### src/rtl/axi_axil_adapter_wr.sv
// axi_axil_adapter_wr: splits AXI4 write bursts into single-beat AXI-lite writes and merges the beat responses.
module axi_axil_adapter_wr #(
  parameter int ADDR_WIDTH = 32,
  parameter int DATA_WIDTH = 32,
  parameter int STRB_WIDTH = DATA_WIDTH / 8,
  parameter int ID_WIDTH   = 8
) (
  input  logic                  clk,
  input  logic                  rst,
  input  logic [ID_WIDTH-1:0]   s_axi_awid,
  input  logic [ADDR_WIDTH-1:0] s_axi_awaddr,
  input  logic [7:0]            s_axi_awlen,
  input  logic [2:0]            s_axi_awsize,
  input  logic [1:0]            s_axi_awburst,
  input  logic [2:0]            s_axi_awprot,
  input  logic                  s_axi_awvalid,
  output logic                  s_axi_awready,
  input  logic [DATA_WIDTH-1:0] s_axi_wdata,
  input  logic [STRB_WIDTH-1:0] s_axi_wstrb,
  input  logic                  s_axi_wlast,
  input  logic                  s_axi_wvalid,
  output logic                  s_axi_wready,
  output logic [ID_WIDTH-1:0]   s_axi_bid,
  output logic [1:0]            s_axi_bresp,
  output logic                  s_axi_bvalid,
  input  logic                  s_axi_bready,
  output logic [ADDR_WIDTH-1:0] m_axil_awaddr,
  output logic [2:0]            m_axil_awprot,
  output logic                  m_axil_awvalid,
  input  logic                  m_axil_awready,
  output logic [DATA_WIDTH-1:0] m_axil_wdata,
  output logic [STRB_WIDTH-1:0] m_axil_wstrb,
  output logic                  m_axil_wvalid,
  input  logic                  m_axil_wready,
  input  logic [1:0]            m_axil_bresp,
  input  logic                  m_axil_bvalid,
  output logic                  m_axil_bready
);
  localparam int SW = $clog2(STRB_WIDTH);
  typedef enum logic [1:0] {IDLE, DATA, RESP} state_t;
  state_t state_q, state_d;
  logic s_awready_q, s_awready_d, s_wready_q, s_wready_d, s_bvalid_q, s_bvalid_d;
  logic m_awvalid_q, m_awvalid_d, m_wvalid_q, m_wvalid_d, m_bready_q, m_bready_d;
  logic [7:0] beat_cnt_q, beat_cnt_d;
  logic [ID_WIDTH-1:0] id_q, id_d, bid_q, bid_d;
  logic [ADDR_WIDTH-1:0] addr_q, addr_d, step;
  logic [2:0] size_q, size_d, prot_q, prot_d;
  logic fixed_q, fixed_d;
  logic [1:0] resp_acc_q, resp_acc_d, bresp_q, bresp_d, resp_m;
  logic [DATA_WIDTH-1:0] wdata_q, wdata_d;
  logic [STRB_WIDTH-1:0] wstrb_q, wstrb_d;
  logic unused_wlast;
  assign unused_wlast = s_axi_wlast;
  assign step = {{(ADDR_WIDTH-1){1'b0}}, 1'b1} << size_q;
  // first error response seen in the burst wins
  assign resp_m = (resp_acc_q == 2'b00) ? m_axil_bresp : resp_acc_q;
  always_comb begin
    state_d = state_q;
    beat_cnt_d = beat_cnt_q;
    id_d = id_q;
    bid_d = bid_q;
    addr_d = addr_q;
    size_d = size_q;
    prot_d = prot_q;
    fixed_d = fixed_q;
    resp_acc_d = resp_acc_q;
    bresp_d = bresp_q;
    wdata_d = wdata_q;
    wstrb_d = wstrb_q;
    m_awvalid_d = m_awvalid_q && !m_axil_awready;
    m_wvalid_d = m_wvalid_q && !m_axil_wready;
    s_bvalid_d = s_bvalid_q && !s_axi_bready;
    case (state_q)
      IDLE: if (s_awready_q && s_axi_awvalid) begin
        id_d = s_axi_awid;
        addr_d = s_axi_awaddr;
        beat_cnt_d = s_axi_awlen;
        size_d = (s_axi_awsize > 3'(SW)) ? 3'(SW) : s_axi_awsize;
        fixed_d = s_axi_awburst == 2'b00;
        prot_d = s_axi_awprot;
        resp_acc_d = 2'b00;
        m_awvalid_d = 1'b1;
        state_d = DATA;
      end
      DATA: if (s_wready_q && s_axi_wvalid) begin
        wdata_d = s_axi_wdata;
        wstrb_d = s_axi_wstrb;
        m_wvalid_d = 1'b1;
        state_d = RESP;
      end
      RESP: if (m_bready_q && m_axil_bvalid) begin
        resp_acc_d = resp_m;
        if (beat_cnt_q == 8'd0) begin
          s_bvalid_d = 1'b1;
          bid_d = id_q;
          bresp_d = resp_m;
          state_d = IDLE;
        end else begin
          beat_cnt_d = beat_cnt_q - 8'd1;
          addr_d = fixed_q ? addr_q : (addr_q & ~(step - 1'b1)) + step;
          m_awvalid_d = 1'b1;
          state_d = DATA;
        end
      end
      default: state_d = IDLE;
    endcase
    s_awready_d = (state_d == IDLE) && !m_awvalid_d;
    s_wready_d = (state_d == DATA) && !m_wvalid_d;
    m_bready_d = (state_d == RESP) && !s_bvalid_d;
  end
  always_ff @(posedge clk) begin
    if (rst) begin
      state_q <= IDLE;
      s_awready_q <= 1'b0;
      s_wready_q <= 1'b0;
      s_bvalid_q <= 1'b0;
      m_awvalid_q <= 1'b0;
      m_wvalid_q <= 1'b0;
      m_bready_q <= 1'b0;
    end else begin
      state_q <= state_d;
      s_awready_q <= s_awready_d;
      s_wready_q <= s_wready_d;
      s_bvalid_q <= s_bvalid_d;
      m_awvalid_q <= m_awvalid_d;
      m_wvalid_q <= m_wvalid_d;
      m_bready_q <= m_bready_d;
    end
  end
  always_ff @(posedge clk) begin
    beat_cnt_q <= beat_cnt_d;
    id_q <= id_d;
    bid_q <= bid_d;
    addr_q <= addr_d;
    size_q <= size_d;
    prot_q <= prot_d;
    fixed_q <= fixed_d;
    resp_acc_q <= resp_acc_d;
    bresp_q <= bresp_d;
    wdata_q <= wdata_d;
    wstrb_q <= wstrb_d;
  end
  assign s_axi_awready = s_awready_q;
  assign s_axi_wready = s_wready_q;
  assign s_axi_bvalid = s_bvalid_q;
  assign s_axi_bid = bid_q;
  assign s_axi_bresp = bresp_q;
  assign m_axil_awaddr = addr_q;
  assign m_axil_awprot = prot_q;
  assign m_axil_awvalid = m_awvalid_q;
  assign m_axil_wdata = wdata_q;
  assign m_axil_wstrb = wstrb_q;
  assign m_axil_wvalid = m_wvalid_q;
  assign m_axil_bready = m_bready_q;
endmodule

### config.mk
export PLATFORM = sky130hd
export DESIGN_NAME = axi_axil_adapter_wr
export DESIGN_NICKNAME = d
export VERILOG_FILES = /design/src/rtl/axi_axil_adapter_wr.sv
export SDC_FILE = /design/constraint.sdc
export NUM_CORES = 1
export LEC_CHECK = 0
export ABC_CLOCK_PERIOD_IN_PS = 11700
export CAP_MARGIN = 25
export CELL_PAD_IN_SITES_DETAIL_PLACEMENT = 0
export CELL_PAD_IN_SITES_GLOBAL_PLACEMENT = 1
export CORE_UTILIZATION = 30
export CTS_CLUSTER_SIZE = 16
export DETAILED_ROUTE_END_ITERATION = 8
export PLACE_DENSITY_LB_ADDON = 0.1
export SLEW_MARGIN = 20
export SYNTH_ARGS = -nofsm -noshare
export SYNTH_HDL_FRONTEND = slang
export SYNTH_SLANG_ARGS = --single-unit
export TNS_END_PERCENT = 30
### constraint.sdc
create_clock -name clk -period 11.7 [get_ports clk]
set_input_delay 1.755 -clock clk [delete_from_list [all_inputs] [get_ports clk]]
set_output_delay 1.755 -clock clk [all_outputs]
set_load 0.01 [all_outputs]
---- After elaboration in Yosys (flattened, before gate mapping) ----
Cells that the tools add are included.
Widths: inputs -> output; s select.
storage, ports and cells
  output and inout bits ................... 87
  bits of input ports ..................... 103
  register bits ........................... 111
cells by class
  shift-type cells ........................ 1
  add/subtract/negate cells ............... 3
  bitwise operators ....................... 2
  eq/ne operators ......................... 8
  $lt $le $gt $ge ......................... 1
  multiplexer cells ....................... 27
  reductions and logical operators ........ 27
operators with widths
  kind                   number
  $mux 32                4
  $pmux 32 s2            1
  $add 32x32->32         1
  $and 32x32->32         1
  $not 32->32            1
  $shl 1x3->32 const A   1
  $sub 32x1->32 const B  1
  $mux 8                 3
  $pmux 8 s2             1
  $mux 2                 6
  $logic_and 1x1->1      9
  $mux 1                 9
  $logic_not 2->1        4
  $logic_not 8->1        1
  $ne 2x2->1 const B     4
  $sub 8x1->8 const B    1
  $logic_not 1->1        6
  $pmux 2 s3             1
  $reduce_and 3->1       2
  $reduce_and 5->1       1
  $eq 2x1->1 const B     2
  $eq 2x2->1 const B     2
  $pmux 2 s2             1
  $reduce_and 2->1       2
  4 further kinds        4

---- Logic depth before layout (Yosys ltp) ----
  depth in word-level cells ............... 9
  mapped depth ............................ 13
  gate-level depth less buffers ........... 10

---- Worst setup path after synthesis ----
OpenSTA, ideal clock, no wires.
  path kind ............................... input-to-reg
  start ................................... input s_axi_awvalid
  end ..................................... register addr_q[0], in the netlist m_axil_awaddr[0], enable pin
  data arrival time ....................... 4750 ps
  setup time .............................. 432 ps
  slack ................................... 6519 ps
  cell stages on the path ................. 4
  data required time ...................... 11268 ps
  cell sequence ........................... nand2_1 > nor3_1 > nor2_1 > a21oi_1
on the way
  word-level cells in the longest chain between the ends .. 3
ends and longest elaborated chain
  item                               RTL line  source
  start: declaration                 16        input logic s_axi_awvalid,
  $logic_and 1x1->1                  74        IDLE: if (s_awready_q && s_axi_awvalid) begin
  $ne 2x2->1 (no source line)        -
  $reduce_and 5->1 (no source line)  -
  end signal: assignment             134       addr_q <= addr_d;
  end: declaration                   46        logic [ADDR_WIDTH-1:0] addr_q, addr_d, step;
Every way passes these cells.
A chain may end at the register's enable or synchronous reset.

---- Final worst setup path ----
  start ................................... register size_q[1]
  end ..................................... register addr_q[13], in the netlist m_axil_awaddr[13] (data pin)
on the way
  word-level cells in the longest chain between the ends .. 9
ends and longest elaborated chain
  item                      RTL line  source
  start: declaration        47        logic [2:0] size_q, size_d, prot_q, prot_d;
  start signal: assignment  135       size_q <= size_d;
  $shl 1x3->32 *            54        assign step = {{(ADDR_WIDTH-1){1'b0}}, 1'b1} << size_q;
  $sub 32x1->32             100       addr_d = fixed_q ? addr_q : (addr_q & ~(step - 1'b1)) + step;
  $not 32->32               100
  $and 32x32->32            100
  $add 32x32->32 *          100
  $mux 32 *                 100
  $mux 32 *                 93        if (beat_cnt_q == 8'd0) begin
  $mux 32 *                 91        RESP: if (m_bready_q && m_axil_bvalid) begin
  $pmux 32 s2 *             73        case (state_q)
  net addr_d[13]            46
Mark *: on every way through the listed nets, which the timed path passes. The rest lies on a longest branch. The select of a mux whose other input is x is not followed.

==> flow_summary.json <==
{
  "initial_core_util_pct": 30.5,
  "cts.repair.resized": 0,
  "area_growth_pct": 47.2,
  "setup_tns_ps": 0,
  "ioPinCount": 190,
  "grt_max_degree": 78,
  "drt_iter0_drc": 203,
  "slowest_delay_ps": 780,
  "h-tree-depth": 3,
  "synth_top_cell_area_share_pct": 58.8,
  "vias_per_cell": 4.66,
  "fp.dieW_um": 134,
  "use_met2_pct": 26.0,
  "grt_busiest_layer": "met2",
  "clock.fmax_mhz": 271,
  "drive_gt1_share_pct": 6.10,
  "dpl.hpwl_um": 9690,
  "clkLatencyLatePin_ps": 350,
  "worst_slack_ps": 8010,
  "gp_congestion": 0.795,
  "grt_remaining_overflow": 0,
  "grt_pass1_wl_um": 21600,
  "antennaDiodeCount": 0,
  "postSynthCellCount": 447,
  "fill_cells": 1604,
  "cts_setup_buffers": 0,
  "fin_crit_ps": 3690,
  "post-route-period-util_pct": 31.6,
  "end_kind": "register",
  "crit_type": "register to register",
  "syn_area_per_cell_um2": 11.8,
  "nNetsFinal": 743,
  "wire_per_inst_um": 15.7,
  "use_met3_pct": 7.29,
  "ys.flop_type": "edfxtp_1",
  "wl_um": 13500,
  "holdPathStages": 0,
  "rsz0062_at_grt": "false",
  "clock_sinks": 111,
  "synth_edf_count": 103,
  "powerDensity_mw_per_mm2": 119,
  "cp_max_fo": 19,
  "yosys_warnings": 0,
  "clock_path_buffers": 2,
  "hold_start": "id_q[1]$_DFFE_PP_",
  "hold_end": "s_axi_bid[1]$_DFFE_PP_",
  "mappedNetlistArea_mm2": 0.00526,
  "yosys-top-cells-area": "edfxtp_1, nand2_1, xnor2_1",
  "worstReg2RegStart": "size_q[1]$_SDFFCE_PN1P_",
  "worstPathCellList": "nor2_1, nand2_1, ha_1, and4bb_1, o21ai_1, a221o_1, o211a_1, nor3_1, xnor2_1, o21ai_0",
  "synth_nets": 556,
  "cpMaxStageDelayCell": "edfxtp_1",
  "antenna_left": 0,
  "hp-class": "register to register",
  "grt_util_all_layers_pct": 15.6,
  "ir_drop_uv": 79.5,
  "die_area_mm2": 0.0181,
  "cts_tree": "built",
  "status": "finished clean",
  "finClkSkew_ps": 6.85,
  "finalMaxSlewViolations": 0,
  "numPortBuffers": 188,
  "synth_cell_types": 54,
  "synth-seq-cells": 111,
  "setup_viol": 0,
  "regToRegEndpoint": "m_axil_awaddr[13]$_DFFE_PP_",
  "cts_buffers": 9,
  "rows": 48,
  "tightest_slew_ps": 719,
  "slew_headroom_pct": 52.1,
  "synth_area_leader_cell": "edfxtp_1",
  "dpl_cell_area_mm2": 0.00742,
  "r2r_cells": 10,
  "r2r_slack_ps": 8010,
  "cts-root-buf": "clkbuf_16",
  "hold_buffers": 0,
  "cp.required_ps": 11780,
  "grt_pass1_vias": 4143,
  "core_mm2": 0.0172,
  "vias": 4027,
  "antenna_found_initial": 0,
  "final_common_cell": "clkdlybuf4s50_1",
  "maxCapViolations": 0,
  "worst_ep_arrival_time_ps": 3770,
  "dp_slack_ps": 7810,
  "drtPass1Iterations": 5,
  "synth-seq-area-share_pct": 61.8,
  "die_height_um": 134,
  "clk_pin_slew_worst_paths_ps": 80,
  "drc": 0,
  "p_leak_nw": 2.78,
  "grt_util_met1_pct": 18.2,
  "design_area_mm2": 0.00775,
  "startpoint_type": "register",
  "mostFrequentLayoutCells": "clkdlybuf4s50_1, edfxtp_1, nand2_1",
  "async_flop_share_pct": 0,
  "hold_viol": 0
}
[worst max-delay path by stage]
stage | endpoint | slack [ps] | start
floorplan | m_axil_awaddr[0]$_DFFE_PP_ | 6520 | s_axi_awvalid
global placement | m_axil_awaddr[24]$_DFFE_PP_ | 7590 | s_axi_awvalid
detailed placement | m_axil_awaddr[20]$_DFFE_PP_ | 7810 | s_axi_awvalid
CTS | m_axil_awaddr[19]$_DFFE_PP_ | 8010 | size_q[1]$_SDFFCE_PN1P_
global route | m_axil_awaddr[13]$_DFFE_PP_ | 7720 | size_q[1]$_SDFFCE_PN1P_
finish | m_axil_awaddr[13]$_DFFE_PP_ | 8010 | size_q[1]$_SDFFCE_PN1P_
[metal layers]
layer / part of all wire [%] / up-vias
li1: - / 1997
met1: 42 / 1905
met2: 49 / 118
met3: 9.0 / 7
met4: 0.80 / 0
met5: 0 / -
[worst max-delay path, delay by kind of cell (launching register included)]
kind | cells | cell delay (ps)
AO/OA/AOI/OAI | 4 | 1030
flip-flops | 1 | 780
AND/OR/NAND/NOR | 4 | 1040
adder cells (fa/ha/maj) | 1 | 390
XOR/XNOR | 1 | 160
[synth_stat cells, types with 2 or more instances]
master / n
a21bo_2: 2
a21boi_0: 3
a21o_1: 2
a21oi_1: 10
a31oi_1: 4
and2_1: 7
and3_1: 6
and3b_1: 2
and4b_1: 2
buf_2: 3
buf_6: 3
clkbuf_1: 14
dfxtp_1: 8
edfxtp_1: 103
ha_1: 6
inv_1: 17
mux2i_1: 2
nand2_1: 73
nand2b_1: 3
nand3_1: 8
nand4_1: 3
nor2_1: 24
nor2b_1: 6
nor3_1: 10
nor4_1: 3
nor4_4: 4
o2111ai_1: 8
o211ai_1: 5
o21ai_0: 34
o21ai_1: 10
o31ai_1: 3
o32a_1: 2
or2_2: 2
or3_1: 3
xnor2_1: 30
xor2_1: 4
[registers in the layout (all words and copies together) (netlist names)]
register / flops
m_axil_awaddr: 32
m_axil_bready: 1
beat_cnt_q: 8
s_axi_awready: 1
resp_acc_q: 2
m_axil_wdata: 32
id_q: 8
fixed_q: 1
s_axi_wready: 1
m_axil_wvalid: 1
s_axi_bid: 8
size_q: 3
s_axi_bresp: 2
m_axil_awvalid: 1
state_q: 2
m_axil_awprot: 3
s_axi_bvalid: 1
m_axil_wstrb: 4
[where the power goes]
part	switching, mW	total, mW	internal [mW]
registers	0.0158	0.469	0.454
logic	0.0516	0.121	0.0697
clock network	0.155	0.328	0.173
total	0.223	0.919	0.696
[stage by stage]
step	hold WS, ps	cells	power [mW]	utilization, %
2_1_floorplan	400	447	0.529	-
3_3_place_gp	401	846	0.597	42.9
3_5_place_dp	406	847	0.601	43.0
4_1_cts	424	863	0.936	44.9
5_1_grt	435	864	0.961	44.9
6_report	423	864	0.919	44.9
[logic make-up (layout without fill, tap and decap cells)]
kind of cell,count (synthesis),after routing,share of synthesized area [%]
AND/OR/NAND/NOR,163,163,16.3
flip-flops,111,111,61.8
AO/OA/AOI/OAI,92,92,11.1
buffers and inverters,38,230,3.21
XOR/XNOR,34,34,5.66
adder cells (fa/ha/maj),6,6,1.43
multiplexers,2,2,0.381
other,1,1,0.0713
[final cells by class]
cell class / count / area (µm²) / area share, %
clock buffer: 9 / 225 / 2.91
clock inverter: 7 / 95.1 / 1.23
inverter: 17 / 63.8 / 0.824
multi-input combinational: 298 / 1860 / 24.0
sequential: 111 / 3250 / 42.0
tap: 225 / 282 / 3.63
timing repair buffer: 197 / 1970 / 25.4
Note: power is estimated with default switching activity, not from simulation.
